===== src/rtl/muldiv_unit.sv =====
// Iterative HI/LO multiply/divide unit: radix-2 shift-add multiply and
// restoring divide, one step per cycle, with sign fix-up in a final cycle.
module muldiv_unit #(
    parameter int WIDTH = 32,
    parameter int CNT_W = 6
) (
    input  logic             clock,
    input  logic             reset_n,
    input  logic             start,
    input  logic [1:0]       op,
    input  logic [WIDTH-1:0] operand_a,
    input  logic [WIDTH-1:0] operand_b,
    input  logic             flush,
    input  logic             hi_we,
    input  logic             lo_we,
    input  logic [WIDTH-1:0] wdata,
    input  logic             hi_rd,
    output logic             busy,
    output logic             done,
    output logic             stall_req,
    output logic             div_zero,
    output logic [WIDTH-1:0] hi,
    output logic [WIDTH-1:0] lo
);

    typedef enum logic [1:0] {IDLE, RUN, FIX} state_t;

    state_t             state, state_n;
    logic [CNT_W-1:0]   cnt;
    logic               is_div;
    logic               neg_q;
    logic               neg_r;
    logic               b_zero;
    logic [WIDTH-1:0]   opnd;
    logic [2*WIDTH-1:0] acc;
    logic [2*WIDTH-1:0] acc_step;

    logic               sgn_a, sgn_b;
    logic [WIDTH-1:0]   abs_a, abs_b;
    logic [WIDTH:0]     mul_sum;
    logic [WIDTH:0]     div_sh;
    logic [WIDTH:0]     div_diff;
    logic [2*WIDTH-1:0] prod_fix;
    logic [WIDTH-1:0]   quo_fix, rem_fix;
    logic               accept, last_step;

    assign busy      = (state != IDLE);
    assign stall_req = busy & (hi_rd | start | hi_we | lo_we);
    assign accept    = (state == IDLE) & start & ~flush;
    assign last_step = (cnt == CNT_W'(WIDTH - 1));

    // op[0] set means unsigned, so sign bits only matter for op[0]=0
    assign sgn_a = ~op[0] & operand_a[WIDTH-1];
    assign sgn_b = ~op[0] & operand_b[WIDTH-1];
    assign abs_a = sgn_a ? -operand_a : operand_a;
    assign abs_b = sgn_b ? -operand_b : operand_b;

    // acc holds {partial product, multiplier} or {remainder, quotient}
    assign mul_sum  = {1'b0, acc[2*WIDTH-1:WIDTH]}
                    + (acc[0] ? {1'b0, opnd} : '0);
    assign div_sh   = {acc[2*WIDTH-1:WIDTH], acc[WIDTH-1]};
    assign div_diff = div_sh - {1'b0, opnd};

    always_comb begin
        acc_step = {mul_sum, acc[WIDTH-1:1]};
        if (is_div) begin
            if (div_diff[WIDTH])
                acc_step = {div_sh[WIDTH-1:0], acc[WIDTH-2:0], 1'b0};
            else
                acc_step = {div_diff[WIDTH-1:0], acc[WIDTH-2:0], 1'b1};
        end
    end

    assign prod_fix = neg_q ? -acc : acc;
    assign quo_fix  = neg_q ? -acc[WIDTH-1:0] : acc[WIDTH-1:0];
    assign rem_fix  = neg_r ? -acc[2*WIDTH-1:WIDTH] : acc[2*WIDTH-1:WIDTH];

    always_comb begin
        state_n = state;
        if (flush) begin
            state_n = IDLE;
        end else begin
            unique case (state)
                IDLE:    if (start) state_n = RUN;
                RUN:     if (last_step) state_n = FIX;
                FIX:     state_n = IDLE;
                default: state_n = IDLE;
            endcase
        end
    end

    always_ff @(posedge clock or negedge reset_n) begin
        if (!reset_n) begin
            state    <= IDLE;
            cnt      <= '0;
            is_div   <= 1'b0;
            neg_q    <= 1'b0;
            neg_r    <= 1'b0;
            b_zero   <= 1'b0;
            opnd     <= '0;
            acc      <= '0;
            done     <= 1'b0;
            div_zero <= 1'b0;
            hi       <= '0;
            lo       <= '0;
        end else begin
            state <= state_n;
            done  <= 1'b0;
            if (accept) begin
                is_div <= op[1];
                neg_q  <= sgn_a ^ sgn_b;
                neg_r  <= sgn_a;
                b_zero <= (operand_b == '0);
                opnd   <= op[1] ? abs_b : abs_a;
                acc    <= {{WIDTH{1'b0}}, (op[1] ? abs_a : abs_b)};
                cnt    <= '0;
            end else if (state == RUN && !flush) begin
                acc <= acc_step;
                cnt <= cnt + CNT_W'(1);
            end
            if (state == FIX && !flush) begin
                done <= 1'b1;
                if (is_div) begin
                    // zero divisor leaves remainder equal to the dividend
                    lo       <= b_zero ? '1 : quo_fix;
                    hi       <= rem_fix;
                    div_zero <= b_zero;
                end else begin
                    hi <= prod_fix[2*WIDTH-1:WIDTH];
                    lo <= prod_fix[WIDTH-1:0];
                end
            end else if (state == IDLE) begin
                if (hi_we) hi <= wdata;
                if (lo_we) lo <= wdata;
            end
        end
    end

endmodule

===== config.mk =====
export PLATFORM = sky130hd
export DESIGN_NAME = muldiv_unit
export DESIGN_NICKNAME = d
export VERILOG_FILES = /design/src/rtl/muldiv_unit.sv
export SDC_FILE = /design/constraint.sdc
export NUM_CORES = 1
export LEC_CHECK = 0
export BUFFER_PORTS_ARGS = -buffer_cell sky130_fd_sc_hd__buf_2
export CAP_MARGIN = 0
export CELL_PAD_IN_SITES_DETAIL_PLACEMENT = 0
export CELL_PAD_IN_SITES_GLOBAL_PLACEMENT = 2
export CORE_MARGIN = 3
export CORE_UTILIZATION = 35
export DETAILED_ROUTE_END_ITERATION = 10
export PLACE_DENSITY_LB_ADDON = 0.1
export SYNTH_ARGS = -nofsm -noshare
export SYNTH_HDL_FRONTEND = slang
export SYNTH_SLANG_ARGS = --single-unit

===== constraint.sdc =====
create_clock -name clock -period 4.29 [get_ports clock]
set_input_delay 0 -clock clock [delete_from_list [all_inputs] [get_ports clock]]
set_output_delay 0 -clock clock [all_outputs]
set_load 0.03 [all_outputs]

==> summary.txt <==
Clocking
  • CTS Buf Count: 17
  • Postcts setup bufs: 0
  • Clock-pin transition on the worst setup and hold timing paths: 0.08 ns
  • Clock Sinks: 174
  • Clock tree buffer depth: 2
  • Post-CTS Resized: 0
  • CTS H-tree depth: 4
  • TritonCTS clock tree: yes
  • CTS Root Buffer Type: clkbuf_16
  • Worst skew pair latency: 0.46 ns

Power
  • VDD IR-drop max: 374 uV
  • Comb pwr share: between 50% and 60%
  • Clock power share: 15.5%
  • Leakage power: between 7 and 8 nW
  • Pwr Density: about 590 nW/um2
  • Sw frac: 48.9%
  • P_int: approximately 5.3 mW
  • Psw: between 5 and 6 mW
  • Reg power frac: 24.9%

Logic synthesis
  • Synthesized area per cell: 7.81 um2
  • Synth Cell Area: 14900 um2
  • Synth async-reset ratio: between 90% and 100%
  • Synth Flop Type: dfrtp_1
  • Mapped Nets: 2086
  • Post-synthesis sequential area ratio: 29.2%
  • Synth cell types: 77
  • Syn Inst Count: 1910
  • YS warnings: 0
  • Number of flops mapped to enable cells by yosys: 0
  • FF+latch count, synth: 174

Cells and area
  • Ant. Diodes: 0
  • Layout fillers: 4427
  • Layout area overhead: 16.9%
  • Nets: 2251
  • Layout cell share with drive strength beyond 1: 13.5%

Critical path
  • CP max stage cell: fa_1
  • Worst Setup SP: acc[31]
  • R2R depth: 14
  • Instance count on the critical path: 14
  • Worst R2R End: acc[40]
  • WP buf/inv: 2
  • Max Fanout on Critical Path: 40
  • Critical Path RT: 4.62 ns
  • Max incr delay on CP: 0.41 ns
  • Worst setup path end: acc[40]
  • Critical path type: reg2reg
  • RR Startpoint: acc[31]
  • Worst path cell trace: inv_1 > ha_1 > fa_1 > nand2b_1 > a211oi_1 > o21ai_0 > a21boi_1 > o21ai_0 > and2_1 > a211oi_4 > buf_12 > mux2_2 > a21oi_1 > o21ai_0
  • R2R setup slack: about 0.36 ns
  • CP arrival: 4.26 ns
  • Top delay family on crit path: compound AO/OA/AOI/OAI gates
  • Worst path most repeated cell: o21ai_0
  • Startpoint types: register
  • CP Capture Type: register

Floorplan
  • Die area: 45100 um2
  • Starting Density: 35.5%
  • Core area: 42000 um2
  • Num rows: 75
  • Die Height: 212 um
  • Die width: 212 um
  • I/O pin cnt: 173

Flow run
  • MaxCap Viol Count: 0

Timing
  • Least-Margin Pin Slew: 1.12 ns
  • Clk_skew: 0.0126 ns
  • Pins Over Slew Limit: 0
  • Tmin final: about 4 ns
  • Worst hold slack: 0.0325 ns
  • Sum of negative setup slack: 0 ns
  • Max Fclk: ~250 MHz
  • Hold Violations, Final: 0
  • Final setup violation count: 0
  • Final period utilization: between 90% and 100%
  • RSZ-0062 raised after global routing: no
  • Rel. slew slack: 25.6%

Global route
  • Largest net degree at the start of global routing: roughly 180
  • First-pass GRT wire length: 84.6 mm
  • Total global-route track usage: 24.6%
  • Vias in the first global route: between 10000 and 15000
  • Initial antenna violation count: 0
  • Total grt overflow: 0

Routing
  • Antenna viol nets, final: 0
  • WL final: approximately 56 mm
  • Routed WL per cell: about 21 um
  • DRC errors left: 0
  • Top Metal Used: met4
  • Routed vias/inst: 5.52
  • Met3 wire len: 2.39 mm
  • DR vias: 14500
  • DR pass1 iterations: 5
  • Drt initial violations: 1097
  • Wl on met1: 27.4 mm
  • Wire length on met2: about 25 mm

Hold path
  • Worst Hold Class: in2reg
  • Hold_sp: operand_a[30]

Status
  • Outcome: finished, final reports clean

Place
  • Post-detail-place hpwl: 43.6 mm
  • Port Buffers: 172
  • Routability cong.: 0.873
cell usage in the layout, fill, tap and decap left out, types with 12 or more instances in the layout:
cell             n
a32oi_1         24
dfrtp_1        173
a21oi_1        133
nand2b_1        25
and3_1          12
buf_4           45
o31ai_1         17
o211ai_1        45
ha_1            69
a221o_1         13
dlygate4sd3_1   42
mux2i_1         74
nand2_1        267
nor2b_1         25
xnor2_1         73
inv_1           52
or3_1           13
buf_2          170
a21o_1          20
nand3_1         35
o21ai_0        225
nor3_1          38
nor2_1         156
xor2_1          98
clkbuf_16       17
a211oi_1        24
nor4_1          19
registers in the layout, summed over array words and instances, names as in the netlist:
| register | count |
|---|---|
| hi | 32 |
| neg_q | 1 |
| lo | 32 |
| div_zero | 1 |
| neg_r | 1 |
| cnt | 6 |
| b_zero | 1 |
| acc | 64 |
| state | 2 |
| opnd | 32 |
| is_div | 1 |
| done | 1 |
tightest hold or removal path, cell delays in order:
cell	delay [ns]
buf_2	0.10
xor2_1	0.12
o21ai_0	0.15
o21ai_0	0.07
through the flow:
stage | power, mW | area (um2) | setup WS, ns | cells | util (%)
after CTS | 10.3 | 17400 | 0.337 | 2627 | 41.5
after floorplan | 6.72 | 14900 | 0.784 | 1910 | -
after detailed placement | 8.66 | 16500 | 0.378 | 2553 | 39.1
final | 10.3 | 17400 | 0.359 | 2627 | 41.5
after global placement | 8.63 | 16500 | 0.493 | 2553 | 39.1
after global routing | 11.1 | 17400 | 0.0645 | 2627 | 41.5
how the worst min path moves through the flow:
stage,endpoint,slack (ns),cells after the start
after floorplan,acc[0],-0.30,0
after global placement,hi[25],0.27,2
after detailed placement,hi[0],0.26,2
after CTS,acc[0],0.004,3
after global routing,opnd[29],0.05,4
final,opnd[30],0.03,4
kinds of logic (layout without fill, tap and decap cells):
logic type	count (synthesis)	after routing	share of synthesized area, %
mux	77	77	5.19
fa+ha+maj	71	71	6.05
xor+xnor	171	171	10.0
compound gates	592	592	24.7
flops	174	174	29.2
simple gates	656	656	20.5
buf+inv	169	347	4.30
cells in the mapped netlist, types with 9 or more instances:
library cell,count,share of area [%]
nor2_1,157,3.9
a31oi_1,10,0.42
a211oi_1,25,1.3
o31ai_1,17,0.86
o21a_1,11,0.55
a32oi_1,24,1.4
mux2i_1,74,5.0
dfrtp_1,174,29
nor4_1,19,0.80
o211ai_1,45,2.3
nand3_1,35,1.2
nor2b_1,25,1.0
nand2_1,267,6.7
and2_1,9,0.38
a21o_1,20,1.0
a21oi_1,134,4.5
or4_1,11,0.55
o41ai_1,10,0.59
nor3_1,38,1.3
clkbuf_1,88,2.2
or3_1,13,0.55
and3_1,12,0.50
xor2_1,98,5.8
buf_1,23,0.58
inv_1,52,1.3
o21ai_0,225,7.5
nand2b_1,25,1.0
a221o_1,13,0.87
xnor2_1,73,4.3
ha_1,69,5.8
nand4_1,11,0.46
what timing repair did:
item | 4_1_cts | 5_1_grt
hold endpoints to repair | 243 | 0
hold buffers | 42 | 0
endpoints found under the setup margin | 0 | 0
power groups by stage:
| stage | Combinational, mW | Clock (mW) | Sequential, mW |
|---|---|---|---|
| final | 6.13 | 1.59 | 2.56 |
| after global routing | 6.78 | 1.69 | 2.61 |
| after CTS | 6.14 | 1.63 | 2.55 |
| after detailed placement | 6.08 | 0 | 2.58 |
| after global placement | 6.05 | 0 | 2.58 |
| after floorplan | 4.10 | 0 | 2.62 |
cell type report:
| class | count | area [um2] | share of cell area [%] |
|---|---|---|---|
| clock buffers | 18 | 429 | 2.46 |
| clock inverters | 14 | 146 | 0.839 |
| inverters | 54 | 203 | 1.16 |
| multi-input cells | 1567 | 9960 | 57.1 |
| flip-flops and latches | 174 | 4360 | 25.0 |
| well taps | 539 | 674 | 3.86 |
| repair buffers | 261 | 1680 | 9.63 |
metal layers:
layer	vias to the layer above	global-route usage [%]
li1	7189	-
met1	6884	36.0
met2	367	38.2
met3	48	2.94
met4	0	7.18
met5	-	0
Note: power is estimated with default switching activity, not from simulation.
